<file path="config.mk">
export PLATFORM = sky130hd
export DESIGN_NAME = random_squares
export DESIGN_NICKNAME = d
export VERILOG_FILES = /design/src/rtl/square_pkg.sv /design/src/rtl/square_slot.sv /design/src/rtl/random_squares.sv
export SDC_FILE = /design/constraint.sdc
export NUM_CORES = 2
export LEC_CHECK = 0
export ABC_AREA = 1
export BUFFER_PORTS_ARGS = -buffer_cell sky130_fd_sc_hd__clkbuf_2
export CAP_MARGIN = 20
export CELL_PAD_IN_SITES_DETAIL_PLACEMENT = 1
export CELL_PAD_IN_SITES_GLOBAL_PLACEMENT = 1
export CORE_AREA = 2 2 508 510
export DETAILED_ROUTE_END_ITERATION = 8
export DIE_AREA = 0 0 510 512
export HOLD_SLACK_MARGIN = 0.15
export PLACE_DENSITY_LB_ADDON = 0.2
export SLEW_MARGIN = 25
export SYNTH_ARGS = -nofsm -noshare
export SYNTH_HDL_FRONTEND = slang
export SYNTH_SLANG_ARGS = --single-unit
</file>
<file path="constraint.sdc">
create_clock -name clk -period 6.75 [get_ports clk]
set_input_delay 0.3375 -clock clk [delete_from_list [all_inputs] [get_ports clk]]
set_output_delay 0.3375 -clock clk [all_outputs]
set_load 0.005 [all_outputs]
</file>
<file path="src/rtl/square_pkg.sv">
`default_nettype none
// ============================================================================
// Module      : square_pkg
// Description : Shared slot layout, playfield constants and random-word helper
//               for the falling-squares motion engine.
// Revision    : 1.0 - initial release
// ============================================================================
package square_pkg;

    // Slot geometry: 40 bits per slot, 10-bit fields
    localparam int SLOT_W = 40;
    localparam int POS_W  = 10;
    localparam int SPD_W  = 10;

    // Default playfield configuration
    localparam int DEF_MAX_SQ   = 16;
    localparam int DEF_SCREEN_W = 640;
    localparam int DEF_SCREEN_H = 480;
    localparam int DEF_SQ_SIZE  = 16;

    // Only the low 14 bits of each slot's rotated random word are consumed
    localparam int RND_W = 14;

    // 32-bit Galois LFSR, polynomial x^32 + x^22 + x^2 + x + 1 (right-shifting form)
    localparam logic [31:0] LFSR_SEED = 32'hACE1_2B5F;
    localparam logic [31:0] LFSR_TAPS = 32'h8020_0003;

    // Field order from MSB to LSB matches the packed slot word
    typedef struct packed {
        logic signed [SPD_W-1:0] speed_y;
        logic signed [SPD_W-1:0] speed_x;
        logic        [POS_W-1:0] pos_y;
        logic        [POS_W-1:0] pos_x;
    } slot_t;

    // Rotate the LFSR word left by rot (mod 32) and keep the bits a slot uses
    function automatic logic [RND_W-1:0] slot_rnd(input logic [31:0] word,
                                                  input int unsigned rot);
        logic [63:0] dbl;
        dbl = {word, word} << (rot % 32);
        return dbl[32 +: RND_W];
    endfunction

endpackage
`default_nettype wire

</file>
<file path="src/rtl/square_slot.sv">
`default_nettype none
// ============================================================================
// Module      : square_slot
// Description : Combinational spawn / move / bounce logic for one square slot.
// Revision    : 1.0 - initial release
// ============================================================================
module square_slot
    import square_pkg::*;
#(
    parameter int SCREEN_W = DEF_SCREEN_W,
    parameter int SCREEN_H = DEF_SCREEN_H,
    parameter int SQ_SIZE  = DEF_SQ_SIZE
) (
    input  logic [SLOT_W-1:0] slot_in,
    input  logic [RND_W-1:0]  rnd,
    input  logic              enable,
    input  logic              tick,
    output logic [SLOT_W-1:0] slot_out
);

    // Number of legal x positions for a freshly spawned square
    localparam int X_SPAN = SCREEN_W - SQ_SIZE + 1;
    // Largest legal top-left coordinate on each axis
    localparam logic signed [11:0] X_LIM = 12'(SCREEN_W - SQ_SIZE);
    localparam logic signed [11:0] Y_LIM = 12'(SCREEN_H - SQ_SIZE);

    slot_t             cur;
    slot_t             spawn;
    slot_t             moved;
    logic signed [11:0] nx;
    logic signed [11:0] ny;

    assign cur = slot_t'(slot_in);

    // Fresh square at the top edge with a random column and velocity
    always_comb begin
        spawn         = '0;
        spawn.pos_x   = POS_W'(32'(rnd[9:0]) % X_SPAN);
        spawn.pos_y   = '0;
        spawn.speed_y = SPD_W'(rnd[11:10]) + SPD_W'(1);
        // r[13:12] - 2, with the zero result replaced by +2 so it always drifts
        case (rnd[13:12])
            2'd0:    spawn.speed_x = -10'sd2;
            2'd1:    spawn.speed_x = -10'sd1;
            2'd2:    spawn.speed_x =  10'sd2;
            default: spawn.speed_x =  10'sd1;
        endcase
    end

    // Advance by one step, clamping to the walls and reflecting the velocity
    always_comb begin
        nx    = $signed({2'b00, cur.pos_x}) + $signed({{2{cur.speed_x[SPD_W-1]}}, cur.speed_x});
        ny    = $signed({2'b00, cur.pos_y}) + $signed({{2{cur.speed_y[SPD_W-1]}}, cur.speed_y});
        moved = cur;

        if (nx < 0) begin
            moved.pos_x   = '0;
            moved.speed_x = -cur.speed_x;
        end else if (nx > X_LIM) begin
            moved.pos_x   = X_LIM[POS_W-1:0];
            moved.speed_x = -cur.speed_x;
        end else begin
            moved.pos_x   = nx[POS_W-1:0];
        end

        if (ny < 0) begin
            moved.pos_y   = '0;
            moved.speed_y = -cur.speed_y;
        end else if (ny > Y_LIM) begin
            moved.pos_y   = Y_LIM[POS_W-1:0];
            moved.speed_y = -cur.speed_y;
        end else begin
            moved.pos_y   = ny[POS_W-1:0];
        end
    end

    // Choose hold, clear, spawn or move; an all-zero slot counts as empty
    always_comb begin
        if (!tick) begin
            slot_out = slot_in;
        end else if (!enable) begin
            slot_out = '0;
        end else if (slot_in == '0) begin
            slot_out = spawn;
        end else begin
            slot_out = moved;
        end
    end

endmodule
`default_nettype wire

</file>
<file path="src/rtl/random_squares.sv">
`default_nettype none
// ============================================================================
// Module      : random_squares
// Description : Spawn and motion engine for up to MAX_SQ falling squares.
//               Produces next-state slot data; the caller owns the register.
// Revision    : 1.0 - initial release
// ============================================================================
module random_squares
    import square_pkg::*;
#(
    parameter int MAX_SQ   = DEF_MAX_SQ,
    parameter int SCREEN_W = DEF_SCREEN_W,
    parameter int SCREEN_H = DEF_SCREEN_H,
    parameter int SQ_SIZE  = DEF_SQ_SIZE
) (
    input  logic                     clk,
    input  logic                     reset,
    input  logic                     refresh_tick,
    input  logic                     status,
    input  logic [5:0]               num_squares,
    input  logic [MAX_SQ*SLOT_W-1:0] position,
    output logic [MAX_SQ*SLOT_W-1:0] position_next
);

    logic                     tick_q;
    logic [31:0]              lfsr;
    logic                     tick;
    logic                     update;
    logic [5:0]               num_active;
    logic [MAX_SQ*SLOT_W-1:0] slots_next;

    // Previous level of the frame strobe for rising-edge detection
    always_ff @(posedge clk or negedge reset) begin
        if (!reset) begin
            tick_q <= 1'b0;
        end else begin
            tick_q <= refresh_tick;
        end
    end

    // Free-running Galois LFSR; a nonzero seed keeps it off the all-zero state
    always_ff @(posedge clk or negedge reset) begin
        if (!reset) begin
            lfsr <= LFSR_SEED;
        end else begin
            lfsr <= {1'b0, lfsr[31:1]} ^ (lfsr[0] ? LFSR_TAPS : 32'h0);
        end
    end

    assign tick       = refresh_tick & ~tick_q;
    assign update     = tick & status;
    assign num_active = (num_squares > 6'(MAX_SQ)) ? 6'(MAX_SQ) : num_squares;

    generate
        for (genvar i = 0; i < MAX_SQ; i++) begin : g_slot
            logic [RND_W-1:0] rnd;
            logic             enable;

            // Each slot sees the shared random word rotated by 3*i bits
            assign rnd    = slot_rnd(lfsr, 32'(3 * i));
            assign enable = (6'(i) < num_active);

            square_slot #(
                .SCREEN_W (SCREEN_W),
                .SCREEN_H (SCREEN_H),
                .SQ_SIZE  (SQ_SIZE)
            ) u_slot (
                .slot_in  (position[i*SLOT_W +: SLOT_W]),
                .rnd      (rnd),
                .enable   (enable),
                .tick     (update),
                .slot_out (slots_next[i*SLOT_W +: SLOT_W])
            );
        end
    endgenerate

    // Reset forces an empty playfield regardless of the external register
    assign position_next = reset ? slots_next : '0;

endmodule
`default_nettype wire

</file>
==> results.json <==
{
  "status": "finished clean",
  "synthesis.nets": 10210,
  "min_path_type": "input port to async pin",
  "synth.distinct_cells": 68,
  "first_iter_violations": 4330,
  "crit_family": "compound AO/OA/AOI/OAI gates",
  "wirelength_um": 374400,
  "die_w_um": 510,
  "start_util": 0.1800,
  "timing.critical_path.buf_inv": 4,
  "dp_cells": 13540,
  "ant_nets": 0,
  "clockBufferDepth": 2,
  "cts_tree": "done",
  "ys.warnings.count": 0,
  "synth_flop_cell": "dfstp_2",
  "grt_pass1_wl_um": 520600,
  "cp_cell_sequence": "inv_1, ha_1, nand2_1, inv_1, a21oi_1, inv_1, nand2_1, nand3_1, o21ai_0, nand4_1, nand3_1, nand2_1, clkbuf_2",
  "clkTransAtPathRegs_ps": 90,
  "synthesis.area_per_instance_um2": 5.098,
  "grt_usage": 0.2740,
  "cpMaxStageDelayCell": "dfstp_2",
  "numCtsBuffers": 5,
  "post-route-period-util": 0.7721,
  "grt_max_degree": 155,
  "hold_viol_final": 0,
  "finalSetupViolations": 0,
  "dp_hpwl_um": 327500,
  "seq_power_share": 0.040,
  "p_sw_w": 0.003267,
  "crit_required_ps": 6410,
  "comb_power_share": 0.895,
  "via_per_inst": 4.954,
  "fillers": 33910,
  "antenna_found_initial": 104,
  "p_sw_frac": 0.6498,
  "drv_cap": 0,
  "synth_seq_cells": 33,
  "ys_seq_area_frac": 0.01842,
  "boundaryPins": 1290,
  "cp-end-kind": "output pin",
  "synth_edf_count": 0,
  "internal_power_w": 0.001761,
  "ctsHtreeMaxLevel": 2,
  "cp_num_cells": 13,
  "worst-path-max-fanout": 16,
  "drive_gt1_frac": 0.1495,
  "portBuffers": 1289,
  "core_um2": 255800,
  "rr_worst_depth": 2,
  "drt-pass1-iter-count": 5,
  "async_reset_ff_frac": 1.000,
  "routedWlPerCell_um": 27.53,
  "seq_area_um2": 848.3,
  "cts_root_buf": "clkbuf_16",
  "vdd_drop_max_v": 0.00009678,
  "dieArea_um2": 261100,
  "p_clk_frac": 0.065,
  "critical_path_arrival_ps": 4870,
  "clock_latency_ps": 330,
  "fp.dieH_um": 512,
  "multiInputGateArea_um2": 38830,
  "syn_inst": 9031,
  "rsz0062_at_grt": "false",
  "grt_overflow": 0,
  "syn2layout_area_growth_pct": 22.80,
  "rows": 186,
  "maxSlewHeadroom": 0.1197,
  "p_leak_nw": 31.94,
  "critPathKind": "flip-flop to output pin",
  "vias": 67390,
  "syn_area_um2": 46040,
  "skew_ps": 7.934,
  "cts.sinks": 33,
  "cp_slowest_stage_delay_ps": 1010,
  "grt_pass1_vias": 67920,
  "period_minus_slack_ps": 5211,
  "layout.cells.non_filler": 13600,
  "max_clock_freq_mhz": 191.9,
  "tightest_slew_ps": 1309,
  "p_total_w": 0.005028,
  "critPathLaunchType": "flip-flop",
  "final_max_slew_viol_count": 0,
  "routabilityCongestion": 0.9674,
  "finalNetCount": 11350,
  "p_per_area_nw_per_um2": 88.92,
  "tns_ps": 0,
  "drc": 0
}
==> cells in the final DEF, fill, tap and decap left out, drive strengths merged, types with 4 or more instances in the layout <==
cell / synthesis / final
o21a: 5 / 5
and2: 6 / 6
a211oi: 8 / 8
dfrtp: 15 / 15
nand4: 219 / 219
buf: 87 / 51
nand3b: 40 / 40
o21ai: 633 / 633
inv: 1441 / 1441
nand3: 1127 / 1127
a21boi: 12 / 12
o211ai: 85 / 85
ha: 498 / 498
nor3b: 4 / 4
a31oi: 37 / 37
a22o: 10 / 10
nand2: 2869 / 2869
o21bai: 27 / 27
diode: 0 / 49
nor4: 114 / 114
a21oi: 477 / 477
a21o: 9 / 9
o31ai: 15 / 15
o22ai: 71 / 71
nor2: 675 / 675
xor2: 108 / 108
fa: 32 / 32
clkinv: 12 / 13
or2: 34 / 34
xnor2: 40 / 40
clkbuf: 122 / 1293
dfstp: 18 / 18
nor3: 158 / 158
==> flip-flops by register name (all words and copies together), names as in the netlist <==
name    flops
lfsr       32
tick_q      1
==> metal layers <==
layer,part of all wire,up-vias,global-route usage
met1,0.45,32980,0.3560
met4,0.040,42,0.1041
met3,0.054,378,0.04225
met2,0.46,2006,0.4512
li1,-,31990,-
met5,0.00071,-,0
==> Yosys cell counts (all sizes together) (85+ instances only) <==
cell / instances / share of area
nand2: 2869 / 0.23
inv: 1441 / 0.12
nand3: 1127 / 0.13
nor2: 675 / 0.056
o21ai: 633 / 0.069
ha: 498 / 0.14
a21oi: 477 / 0.052
nand4: 219 / 0.031
nor3: 158 / 0.019
clkbuf: 122 / 0.010
nor4: 114 / 0.015
xor2: 108 / 0.023
buf: 87 / 0.010
o211ai: 85 / 0.015
==> logic make-up (layout without fill, tap and decap cells) <==
family,count (synthesis),count (layout),share of synthesized area
simple gates,5258,5258,0.4955
buf+inv,1662,2801,0.1388
compound gates,1400,1400,0.1676
fa+ha+maj,530,530,0.1492
xor+xnor,148,148,0.03043
flops,33,33,0.01842
other cells,0,49,0
==> repair_timing <==
| action | CTS | global route |
|---|---|---|
| buffers inserted | 0 | 0 |
| hold endpoints to repair | 1 | 0 |
| setup endpoints to repair | 0 | 0 |
| hold buffers | 1 | 0 |
| gates resized for setup | 0 | 0 |
==> power by group through the flow <==
stage                     Combinational [W]  Sequential (W)  Clock [W]
final                               0.00450        0.000199   0.000328
after global routing                0.00500        0.000199   0.000334
after CTS                           0.00449        0.000199   0.000333
after detailed placement            0.00446        0.000202          0
after global placement              0.00442        0.000202          0
after floorplan                     0.00257        0.000202          0
==> worst paths after layout <==
check / startpoint / endpoint / slack (ps)
worst max-delay path: lfsr[3] / position_next[486] / 1540
worst min-delay path: reset / lfsr[10] / 210
worst max register to register: lfsr[0] / lfsr[0] / 4440
worst min register to register: lfsr[13] / lfsr[12] / 510
max in group asynchronous: reset / lfsr[29] / 5660
min in group clk: lfsr[13] / lfsr[12] / 510
==> area by class of cell <==
class                   count  area share
flip-flops and latches     33     0.01500
well taps                3384     0.07488
inverters                1453     0.09665
multi-input cells        7336      0.6867
diodes                     49    0.002169
repair buffers           1340      0.1215
clock inverters             3   0.0008187
clock buffers               5    0.002213
==> metrics by stage <==
step	utilization	hold slack [ps]	worst slack, ps	area, um2
after CTS	0.2206	219.4	1599	56410
after global routing	0.2209	237.3	1445	56500
after detailed placement	0.2198	468.8	1608	56230
final	0.2211	205.1	1539	56540
after floorplan	-	41.91	3931	46040
after global placement	0.2198	477.7	1619	56220
No activity file was read; power rests on OpenSTA's default activity.
